[src/rtl/rdmap_pkg.sv]
`default_nettype none
// ============================================================================
// Module      : rdmap_pkg
// Description : Shared constants, rdmap command-word field offsets and the
//               DDR writer FSM state type.
// Revision    : 1.0 - initial release
// ============================================================================
package rdmap_pkg;

  // AXI4 encodings used by the writer
  localparam logic [2:0] AXSIZE_16B = 3'b100;
  localparam logic [1:0] BURST_INCR = 2'b01;
  localparam logic [1:0] RESP_OKAY  = 2'b00;

  // Command word field offsets
  localparam int CMD_LEN_LSB   = 0;
  localparam int CMD_LEN_MSB   = 11;
  localparam int CMD_VALID_BIT = 31;
  localparam int CMD_IDX_LSB   = 24;
  localparam int CMD_IDX_MSB   = 29;
  localparam int CMD_BASE_LSB  = 30;
  localparam int CMD_BASE_MSB  = 43;

  // Writer FSM states
  typedef enum logic [1:0] {
    IDLE = 2'd0,
    AW   = 2'd1,
    W    = 2'd2,
    B    = 2'd3
  } wr_state_e;

endpackage : rdmap_pkg
`default_nettype wire

[src/rtl/rdmap_cmd_decode.sv]
`default_nettype none
// ============================================================================
// Module      : rdmap_cmd_decode
// Description : Combinational decode of one rdmap command word into the AXI
//               burst address, AXI awlen and a legality flag.
// Ports       : i_cmd    - 64-bit command word
//               o_addr   - 4 KB aligned byte address
//               o_awlen  - beats - 1
//               o_legal  - valid marker set and length a whole number of beats
// Revision    : 1.0 - initial release
// ============================================================================
module rdmap_cmd_decode
  import rdmap_pkg::*;
#(
  parameter int ADDR_W = 32
) (
  input  logic [63:0]       i_cmd,
  output logic [ADDR_W-1:0] o_addr,
  output logic [7:0]        o_awlen,
  output logic              o_legal
);

  logic [31:0] w_addr32;
  logic [12:0] w_bytes;
  logic [8:0]  w_beats;
  logic [8:0]  w_len9;
  logic        w_unused;

  // Base and chunk index concatenate directly into a 4 KB aligned address.
  assign w_addr32 = {i_cmd[CMD_BASE_MSB:CMD_BASE_LSB],
                     i_cmd[CMD_IDX_MSB:CMD_IDX_LSB], 12'h000};
  assign o_addr   = ADDR_W'(w_addr32);

  // Length field holds byte count - 1; a full 4 KB chunk gives 256 beats.
  assign w_bytes  = {1'b0, i_cmd[CMD_LEN_MSB:CMD_LEN_LSB]} + 13'd1;
  assign w_beats  = w_bytes[12:4];
  assign w_len9   = w_beats - 9'd1;
  assign o_awlen  = w_len9[7:0];

  // A partial trailing beat cannot be expressed with a full strobe.
  assign o_legal  = i_cmd[CMD_VALID_BIT] && (i_cmd[3:0] == 4'hF);

  assign w_unused = ^{i_cmd[63:44], w_bytes[3:0], w_len9[8]};

endmodule : rdmap_cmd_decode
`default_nettype wire

[src/rtl/rdmap_ddr_writer.sv]
`default_nettype none
// ============================================================================
// Module      : rdmap_ddr_writer
// Description : Drains the rdmap command and write-data FIFOs, issuing one
//               AXI4 INCR write burst per command with a single burst in
//               flight, and reports completion / error status.
// Ports       : clk, rst          - clock, synchronous active-high reset
//               cmd_fifo_*        - FWFT command FIFO read side (64-bit)
//               dat_fifo_*        - FWFT data FIFO read side (DATA_W)
//               m_axi_aw*/w*/b*   - AXI4 write master channels
//               busy              - FSM not idle
//               burst_done        - pulse per accepted B response
//               burst_cnt         - completed bursts, wrapping
//               err_resp/len/timeout - sticky error flags
// Revision    : 1.0 - initial release
// ============================================================================
module rdmap_ddr_writer
  import rdmap_pkg::*;
#(
  parameter int DATA_W      = 128,
  parameter int ADDR_W      = 32,
  parameter int TIMEOUT_CYC = 65535
) (
  input  logic                clk,
  input  logic                rst,
  input  logic [63:0]         cmd_fifo_dout,
  input  logic                cmd_fifo_empty,
  output logic                cmd_fifo_rd_en,
  input  logic [DATA_W-1:0]   dat_fifo_dout,
  input  logic                dat_fifo_empty,
  output logic                dat_fifo_rd_en,
  output logic [ADDR_W-1:0]   m_axi_awaddr,
  output logic [7:0]          m_axi_awlen,
  output logic [2:0]          m_axi_awsize,
  output logic [1:0]          m_axi_awburst,
  output logic                m_axi_awvalid,
  input  logic                m_axi_awready,
  output logic [DATA_W-1:0]   m_axi_wdata,
  output logic [DATA_W/8-1:0] m_axi_wstrb,
  output logic                m_axi_wlast,
  output logic                m_axi_wvalid,
  input  logic                m_axi_wready,
  input  logic [1:0]          m_axi_bresp,
  input  logic                m_axi_bvalid,
  output logic                m_axi_bready,
  output logic                busy,
  output logic                burst_done,
  output logic [15:0]         burst_cnt,
  output logic                err_resp,
  output logic                err_len,
  output logic                err_timeout
);

  localparam int                c_WD_W     = $clog2(TIMEOUT_CYC + 1);
  localparam logic [c_WD_W-1:0] c_WD_LIMIT = c_WD_W'(TIMEOUT_CYC - 1);

  wr_state_e           r_state;
  wr_state_e           w_next_state;
  logic [ADDR_W-1:0]   r_awaddr;
  logic [7:0]          r_awlen;
  logic [7:0]          r_beat;
  logic [c_WD_W-1:0]   r_wd;
  logic [15:0]         r_burst_cnt;
  logic                r_burst_done;
  logic                r_err_resp;
  logic                r_err_len;
  logic                r_err_timeout;

  logic [ADDR_W-1:0]   w_dec_addr;
  logic [7:0]          w_dec_awlen;
  logic                w_dec_legal;
  logic                w_cmd_pop;
  logic                w_aw_hs;
  logic                w_wvalid;
  logic                w_w_hs;
  logic                w_wlast;
  logic                w_b_hs;
  logic                w_progress;
  logic                w_timeout;

  rdmap_cmd_decode #(
    .ADDR_W (ADDR_W)
  ) u_cmd_decode (
    .i_cmd   (cmd_fifo_dout),
    .o_addr  (w_dec_addr),
    .o_awlen (w_dec_awlen),
    .o_legal (w_dec_legal)
  );

  assign w_aw_hs    = (r_state == AW) && m_axi_awready;
  assign w_wvalid   = (r_state == W) && !dat_fifo_empty;
  assign w_w_hs     = w_wvalid && m_axi_wready;
  assign w_wlast    = (r_state == W) && (r_beat == r_awlen);
  assign w_b_hs     = (r_state == B) && m_axi_bvalid;
  assign w_progress = w_aw_hs || w_w_hs || w_b_hs;
  // A handshake in the expiry cycle still wins over the abort.
  assign w_timeout  = (r_state != IDLE) && !w_progress && (r_wd == c_WD_LIMIT);

  always_comb begin
    w_next_state = r_state;
    w_cmd_pop    = 1'b0;
    case (r_state)
      IDLE: begin
        // Held off during reset so no command is lost while rst is high.
        if (!rst && !cmd_fifo_empty) begin
          w_cmd_pop = 1'b1;
          if (w_dec_legal) w_next_state = AW;
        end
      end
      AW:      if (w_aw_hs)            w_next_state = W;
      W:       if (w_w_hs && w_wlast)  w_next_state = B;
      B:       if (w_b_hs)             w_next_state = IDLE;
      default:                         w_next_state = IDLE;
    endcase
    if (w_timeout) w_next_state = IDLE;
  end

  always_ff @(posedge clk) begin
    if (rst) begin
      r_state <= IDLE;
    end else begin
      r_state <= w_next_state;
    end
  end

  always_ff @(posedge clk) begin
    if (rst) begin
      r_awaddr      <= '0;
      r_awlen       <= '0;
      r_beat        <= '0;
      r_wd          <= '0;
      r_burst_cnt   <= '0;
      r_burst_done  <= 1'b0;
      r_err_resp    <= 1'b0;
      r_err_len     <= 1'b0;
      r_err_timeout <= 1'b0;
    end else begin
      r_burst_done <= w_b_hs;

      if (w_cmd_pop && w_dec_legal) begin
        r_awaddr <= w_dec_addr;
        r_awlen  <= w_dec_awlen;
      end

      if (w_aw_hs) begin
        r_beat <= '0;
      end else if (w_w_hs) begin
        r_beat <= r_beat + 8'd1;
      end

      // Watchdog only runs while waiting on the slave with no progress.
      if ((r_state == IDLE) || w_progress || (w_next_state != r_state)) begin
        r_wd <= '0;
      end else begin
        r_wd <= r_wd + c_WD_W'(1);
      end

      if (w_b_hs) begin
        r_burst_cnt <= r_burst_cnt + 16'd1;
        if (m_axi_bresp != RESP_OKAY) r_err_resp <= 1'b1;
      end

      if (w_cmd_pop && !w_dec_legal) r_err_len     <= 1'b1;
      if (w_timeout)                 r_err_timeout <= 1'b1;
    end
  end

  assign cmd_fifo_rd_en = w_cmd_pop;
  assign dat_fifo_rd_en = w_w_hs;

  assign m_axi_awaddr  = r_awaddr;
  assign m_axi_awlen   = r_awlen;
  assign m_axi_awsize  = AXSIZE_16B;
  assign m_axi_awburst = BURST_INCR;
  assign m_axi_awvalid = (r_state == AW);

  assign m_axi_wdata   = (r_state == W) ? dat_fifo_dout : '0;
  assign m_axi_wstrb   = (r_state == W) ? '1 : '0;
  assign m_axi_wlast   = w_wlast;
  assign m_axi_wvalid  = w_wvalid;

  assign m_axi_bready  = (r_state == B);

  assign busy          = (r_state != IDLE);
  assign burst_done    = r_burst_done;
  assign burst_cnt     = r_burst_cnt;
  assign err_resp      = r_err_resp;
  assign err_len       = r_err_len;
  assign err_timeout   = r_err_timeout;

endmodule : rdmap_ddr_writer
`default_nettype wire

[config.mk]
export PLATFORM = sky130hd
export DESIGN_NAME = rdmap_ddr_writer
export DESIGN_NICKNAME = d
export VERILOG_FILES = /design/src/rtl/rdmap_pkg.sv /design/src/rtl/rdmap_cmd_decode.sv /design/src/rtl/rdmap_ddr_writer.sv
export SDC_FILE = /design/constraint.sdc
export NUM_CORES = 1
export LEC_CHECK = 0
export CORE_AREA = 2 2 162 164
export DETAILED_ROUTE_END_ITERATION = 10
export DIE_AREA = 0 0 164 166
export GPL_TIMING_DRIVEN = 0
export PLACE_DENSITY_LB_ADDON = 0.1
export REMOVE_ABC_BUFFERS = 1
export SLEW_MARGIN = 30
export SYNTH_ARGS = -nofsm -noshare
export SYNTH_HDL_FRONTEND = slang
export SYNTH_SLANG_ARGS = --single-unit
[constraint.sdc]
create_clock -name clk -period 2.39 [get_ports clk]
set_input_delay 0.478 -clock clk [delete_from_list [all_inputs] [get_ports clk]]
set_output_delay 0.478 -clock clk [all_outputs]
set_load 0.02 [all_outputs]
==> results of run 1 <==
[cell usage in the layout, fill, tap and decap left out, types with 3 or more instances in the layout]
master           Yosys  layout
nor4_1               8       6
xor2_1              12      12
clkdlybuf4s50_1      0     219
nor2_1              26      26
diode_2              0       3
or3_1                7       7
inv_1               13      12
dfxtp_1             74      72
conb_1               2      17
nand2_1             67      67
clkbuf_16            0      10
nand4_1             11      11
nor3_2              10      10
clkdlybuf4s15_2      0      14
o31ai_1              7       7
clkdlybuf4s15_1      0       6
nand3_2              3       3
ha_1                 5       5
dlygate4sd2_1        0     109
nor3_1              11      11
o21ai_0              7       7
nand3_1             13      12
nand3_4              2       3
and2_1             131     129
nand2b_1             4       3
or4_1                6       6
clkbuf_2             0      14
xnor2_1             23      23
buf_4               34       4
a21oi_1             38      38
[worst min path at each step]
stage                            end  depth (start not counted)             start  slack, ns
global route        m_axi_awaddr[20]                          2  m_axi_awaddr[20]       0.48
floorplan                   r_wd[15]                          2          r_wd[15]       0.46
global placement            err_resp                          2          err_resp       0.44
detailed placement          err_resp                          2          err_resp       0.44
finish                      err_resp                          2          err_resp       0.45
CTS                         err_resp                          2          err_resp       0.45
[sequential cells by signal, summed over array words and instances, names as in the netlist]
| name | count |
|---|---|
| burst_cnt | 16 |
| err_resp | 1 |
| burst_done | 1 |
| err_len | 1 |
| m_axi_awaddr | 20 |
| r_beat | 8 |
| r_state | 2 |
| r_wd | 16 |
| err_timeout | 1 |
| m_axi_awlen | 8 |
[cell families (layout without fill, tap and decap cells)]
kind of cell | count (synthesis) | count (layout) | synth area share
xor gates and xnor gates | 35 | 35 | 0.0672
muxes | 2 | 2 | 0.00439
other | 2 | 20 | 0.00165
buffers and inverters | 79 | 404 | 0.0971
adders and majority gates | 5 | 5 | 0.0137
AOI/OAI and AO/OA | 64 | 64 | 0.0839
and+or+nand+nor | 319 | 319 | 0.407
DFF | 74 | 74 | 0.325
[stage by stage]
step / instances / area, um2 / setup WS, ns
after floorplan: 530 / 4230 / -2.57
after global routing: 1255 / 8620 / 0.0147
after detailed placement: 1233 / 8360 / -0.668
after CTS: 1251 / 8610 / 0.000532
after global placement: 1232 / 8320 / -2.79
final: 1258 / 8630 / 0.106
[power groups by stage]
stage | Combinational, W | Sequential [W] | Clock [W]
after global placement | 0.000393 | 0.00127 | 0
final | 0.000397 | 0.00124 | 0.00137
after detailed placement | 0.000393 | 0.00127 | 0
after global routing | 0.000426 | 0.00124 | 0.00149
after floorplan | 0.0000659 | 0.00127 | 0
after CTS | 0.000398 | 0.00124 | 0.00143
[worst max-delay path, cell delays in order, from the launching register on]
cell and delay (ns):
dfxtp_4 0.44, nand2b_4 0.15, inv_16 0.15, buf_16 0.20, and2_1 0.15, dlygate4sd2_1 0.34
[final cells by class]
class / instances / area [um2] / share of cell area
antenna: 3 / 7.51 / 0.000870
clock inverter: 3 / 40.0 / 0.00464
clock buffer: 12 / 246 / 0.0286
timing repair inverter: 1 / 8.76 / 0.00102
timing repair buffer: 374 / 3600 / 0.418
inverter: 14 / 68.8 / 0.00798
tap: 335 / 419 / 0.0486
multi-input combinational: 442 / 2740 / 0.318
sequential: 74 / 1490 / 0.173
[layer usage]
layer,wire length (um),vias to the layer above
met3,2910,30
met2,11200,227
met1,10800,2321
met5,13,-
met4,664,2
li1,-,2548
[timing repair]
action	4_1_cts	5_1_grt
gates resized for setup	198	35
endpoints found under the setup margin	165	70
cloned	2	1
setup buffers	1	3
==> out/results.ini, run 1 <==
[synthesis]
ys_seq_area_frac = 0.325
postSynth.asyncResetShare = 0
synth_top_area_frac = 0.325
synth.most_common_cell = and2_1
synth.top_cells.by_count = and2_1 (131), dfxtp_1 (74), nand2_1 (67)
synth_top_cell_by_area = dfxtp_1
synthTopCellsByArea = dfxtp_1 (32%), and2_1 (18%), buf_4 (5.6%), nand2_1 (5.5%), xnor2_1 (4.4%)
syn_inst = 580
syn-cell-area_um2 = 4560
yosys_warnings = 0
synth.avg_cell_area_um2 = 7.87
synth-edff-count = 0
ys.flop_type = dfxtp_1
synth-seq-cells = 74
synthDistinctLibCells = 52

[clocking]
clk_pin_slew_ns = 0.06
cts_buffers = 9
cts_root_buf = clkbuf_16
holdBufCountCts = 0
clock_latency_ns = 0.35
cts_tree = done
clk_path_buf_depth = 2
cts.sink_count = 74
htreeDepth = 3

[critical_path]
required_ns = 1.91
critPathCapture = m_axi_wdata[68]
reg2reg_from = r_state[1]
reg2reg_slack_ns = 0.21
worstPathArrival_ns = 1.81
critical_path.max_fanout = 46
r2r_cells = 6
critPathCaptureType = primary output
startpoint_type = flop
path_class = flop to primary output
crit_path_start = r_state[1]
r2r-end = r_wd[15]

[pwr]
p_comb_frac = 0.132
power_w = 0.00301
p_per_area_nw_per_um2 = 349
p_sw_frac = 0.225
power_frac_seq = 0.411
power_frac_clock = 0.457
p_switching_w = 0.000678
p_leak_nw = 3.64
p_int_w = 0.00233
ir_drop_mv = 0.301

[global_route]
grt_use_met1 = 0.218
grt_pass1_wl_mm = 35.3
grt_pass1_vias = 4940
grtUsageMet3 = 0.0929
grt.total_usage = 0.181
antenna_found_initial = 4
grt_max_degree = 52
grt_remaining_overflow = 0
met2_usage = 0.280
busiest_layer = met2

[final_layout]
fillCellCount = 2784
area_growth_pct = 89.1
utilization = 0.337
finalNetCount = 1122
drive_above_1_share = 0.0924

[floorplanning]
core_um2 = 25600
ios = 417
die_w_um = 164
fp.dieH_um = 166
initial_utilization = 0.178
fp-row-count = 59
die_area_um2 = 27200

[timing]
hold_ws_ns = 0.447
worst_pin_slew_ns = 0.861
fmax_ghz = 0.438
setup_violations = 0
skew_ns = 0.00689
rsz0062_at_grt = false
period_needed_ns = 2.28
slew_headroom = 0.424
final-hold-violation-count = 0
slew_viol_final = 0
final.setup.tns_ns = 0
min_period_over_period = 0.956

[route]
drt_iter0_drc = 142
vias_per_cell = 4.08
firstDrtPassIters = 4
antenna_left = 0
wl_per_cell_um = 20.3
routed_wl_mm = 25.5
vias = 5128
drc_errors = 0

[place]
post-dp-hpwl_mm = 20.1
io_buffers = 367
globalplace.congestion = 0.817

[outcome]
outcome = completed

[flow_run]
cap_violations = 0

[min_path]
holdCritPathClass = flop to flop

Power figures use the tool's default switching activity.
==> run 2: changes to the inputs <==
--- a/config.mk
+++ b/config.mk
@@ -5,12 +5,14 @@
 export SDC_FILE = /design/constraint.sdc
 export NUM_CORES = 1
 export LEC_CHECK = 0
+export CAP_MARGIN = 15
 export CORE_AREA = 2 2 162 164
 export DETAILED_ROUTE_END_ITERATION = 10
 export DIE_AREA = 0 0 164 166
 export GPL_TIMING_DRIVEN = 0
 export PLACE_DENSITY_LB_ADDON = 0.1
 export REMOVE_ABC_BUFFERS = 1
+export SETUP_SLACK_MARGIN = 0.05
 export SLEW_MARGIN = 30
 export SYNTH_ARGS = -nofsm -noshare
 export SYNTH_HDL_FRONTEND = slang
==> out/results.ini, run 2 (synthesis gave the netlist of run 1 again) <==
[pwr]
p_leak_nw = 3.40  ; -6.4%
ir_drop_mv = 0.301  ; -0.26%
p_per_area_nw_per_um2 = 354  ; +1.5%

[floorplanning]
fp.dieH_um = 166  ; unchanged
ios = 417  ; unchanged
die_w_um = 164  ; unchanged
core_um2 = 25600  ; unchanged
initial_utilization = 0.178  ; unchanged
die_area_um2 = 27200  ; unchanged
fp-row-count = 59  ; unchanged

[timing]
min_period_over_period = 0.936  ; -0.0201
period_needed_ns = 2.24  ; -0.0481 ns
skew_ns = 0.00553  ; -0.00136 ns
final.setup.tns_ns = 0  ; unchanged
setup_violations = 0  ; unchanged
setup_ws_ns = 0.154  ; +0.0481 ns
rsz0062_at_grt = false
slew_headroom = 0.434  ; +0.00969
slew_viol_final = 0  ; unchanged
fmax_ghz = 0.447  ; +2.1%
final-hold-violation-count = 0  ; unchanged
worst_pin_slew_ns = 0.846  ; -0.0145 ns

[critical_path]
r2r-end = r_wd[4]
crit_path_start = r_state[1]
reg2reg_from = r_wd[8]
r2r_cells = 4  ; -2
path_class = flop to primary output
required_ns = 1.91  ; about the same
critical_path.max_fanout = 29  ; -37%
reg2reg_slack_ns = 0.25  ; +0.04 ns
critPathCapture = m_axi_wdata[1]
critPathCaptureType = primary output
startpoint_type = flop
worstPathArrival_ns = 1.76  ; -0.05 ns

[final_layout]
largest_reg_flops = 20  ; unchanged
layout_commonest_cell = clkdlybuf4s50_1
fillCellCount = 2791  ; +0.25%
finalNetCount = 1122  ; unchanged
design_area_um2 = 8500  ; -1.5%
area_growth_pct = 86.2
final_cell_mix = clkdlybuf4s50_1 (218), and2_1 (128), dfxtp_1 (72)
drive_above_1_share = 0.159  ; +0.0663
fin_cells = 1259  ; +0.079%
utilization = 0.332  ; -0.00508

[route]
drt-met1-wl_mm = 10.7  ; -0.74%
wl_per_cell_um = 20.3  ; +0.26%
vias_per_cell = 4.08  ; +0.15%
routed_wl_mm = 25.6  ; +0.34%
drc_errors = 0  ; unchanged
vias = 5140  ; +0.23%
routed.top_layer = met5
antenna_left = 0  ; unchanged
drt_iter0_drc = 164  ; +15%
route.met3.wl_mm = 3.05  ; +5.0%
firstDrtPassIters = 4  ; unchanged
wl_met2_mm = 11.3  ; +1.2%

[min_path]
holdCritPathClass = flop to flop

[outcome]
outcome = completed

[place]
io_buffers = 367  ; unchanged
dp.cells = 1233  ; unchanged
globalplace.congestion = 0.817  ; unchanged
post-dp-hpwl_mm = 20.1  ; unchanged
placed_cell_area_um2 = 8360  ; unchanged
dp_slack_ns = -0.668  ; unchanged

[clocking]
clk_path_buf_depth = 2  ; unchanged
clk_pin_slew_ns = 0.06  ; about the same
holdBufCountCts = 0  ; unchanged
clock_latency_ns = 0.34  ; about the same
htreeDepth = 3  ; unchanged
cts_root_buf = clkbuf_16
cts_tree = done
cts.sink_count = 74  ; unchanged
cts_buffers = 9  ; unchanged

[global_route]
grt_max_degree = 52  ; unchanged
grt.total_usage = 0.181  ; about the same
antenna_found_initial = 4  ; unchanged
grt_remaining_overflow = 0  ; unchanged
grt_pass1_vias = 4945  ; +0.10%
grt_pass1_wl_mm = 35.3  ; about the same

[flow_run]
cap_violations = 0  ; unchanged

## run 2: worst min path at each step
| stage | to | start | cells past startpoint |
|---|---|---|---|
| finish | err_resp | err_resp | 2 |
| global route | m_axi_awaddr[20] | m_axi_awaddr[20] | 2 |
| CTS | err_resp | err_resp | 2 |
| detailed placement | err_resp | err_resp | 2 |
| global placement | err_resp | err_resp | 2 |
| floorplan | r_wd[15] | r_wd[15] | 2 |
## run 2: final cells by class
cell class	instances	area [um2]	area share
clock inverter	3	40.0	0.00471
antenna	4	10.0	0.00118
tap	335	419	0.0493
sequential	74	1490	0.175
timing repair inverter	1	8.76	0.00103
multi-input combinational	442	2750	0.323
timing repair buffer	374	3470	0.408
inverter	14	68.8	0.00810
clock buffer	12	246	0.0290
## run 2: worst max-delay path: stages, from the launching register on
cell and delay [ns]:
dfxtp_4 0.44, nand2b_4 0.15, inv_16 0.15, and2_1 0.14, dlygate4sd2_1 0.51
## run 2: through the flow
step	total power (W)	hold slack (ns)
6_report	0.00301	0.447
5_1_grt	0.00315	0.478
4_1_cts	0.00307	0.453
3_5_place_dp	0.00166	0.444
3_3_place_gp	0.00166	0.437
2_1_floorplan	0.00134	0.456
## run 2: power breakdown
part           switching [W]  internal (W)
Sequential        0.00000259       0.00123
Clock               0.000543      0.000829
Combinational       0.000130      0.000267
## run 2: timing repair
| item | in CTS | in global routing |
|---|---|---|
| gates resized for setup | 264 | 110 |
| gates cloned | 2 | 1 |
| pin swaps | 0 | 0 |
| setup buffers | 1 | 3 |
| setup endpoints to repair | 165 | 99 |
## run 2: per-layer routing
metal	track usage	vias up
met5	0	-
met4	0.0503	2
met3	0.0929	25
met2	0.282	227
met1	0.218	2338
li1	-	2548
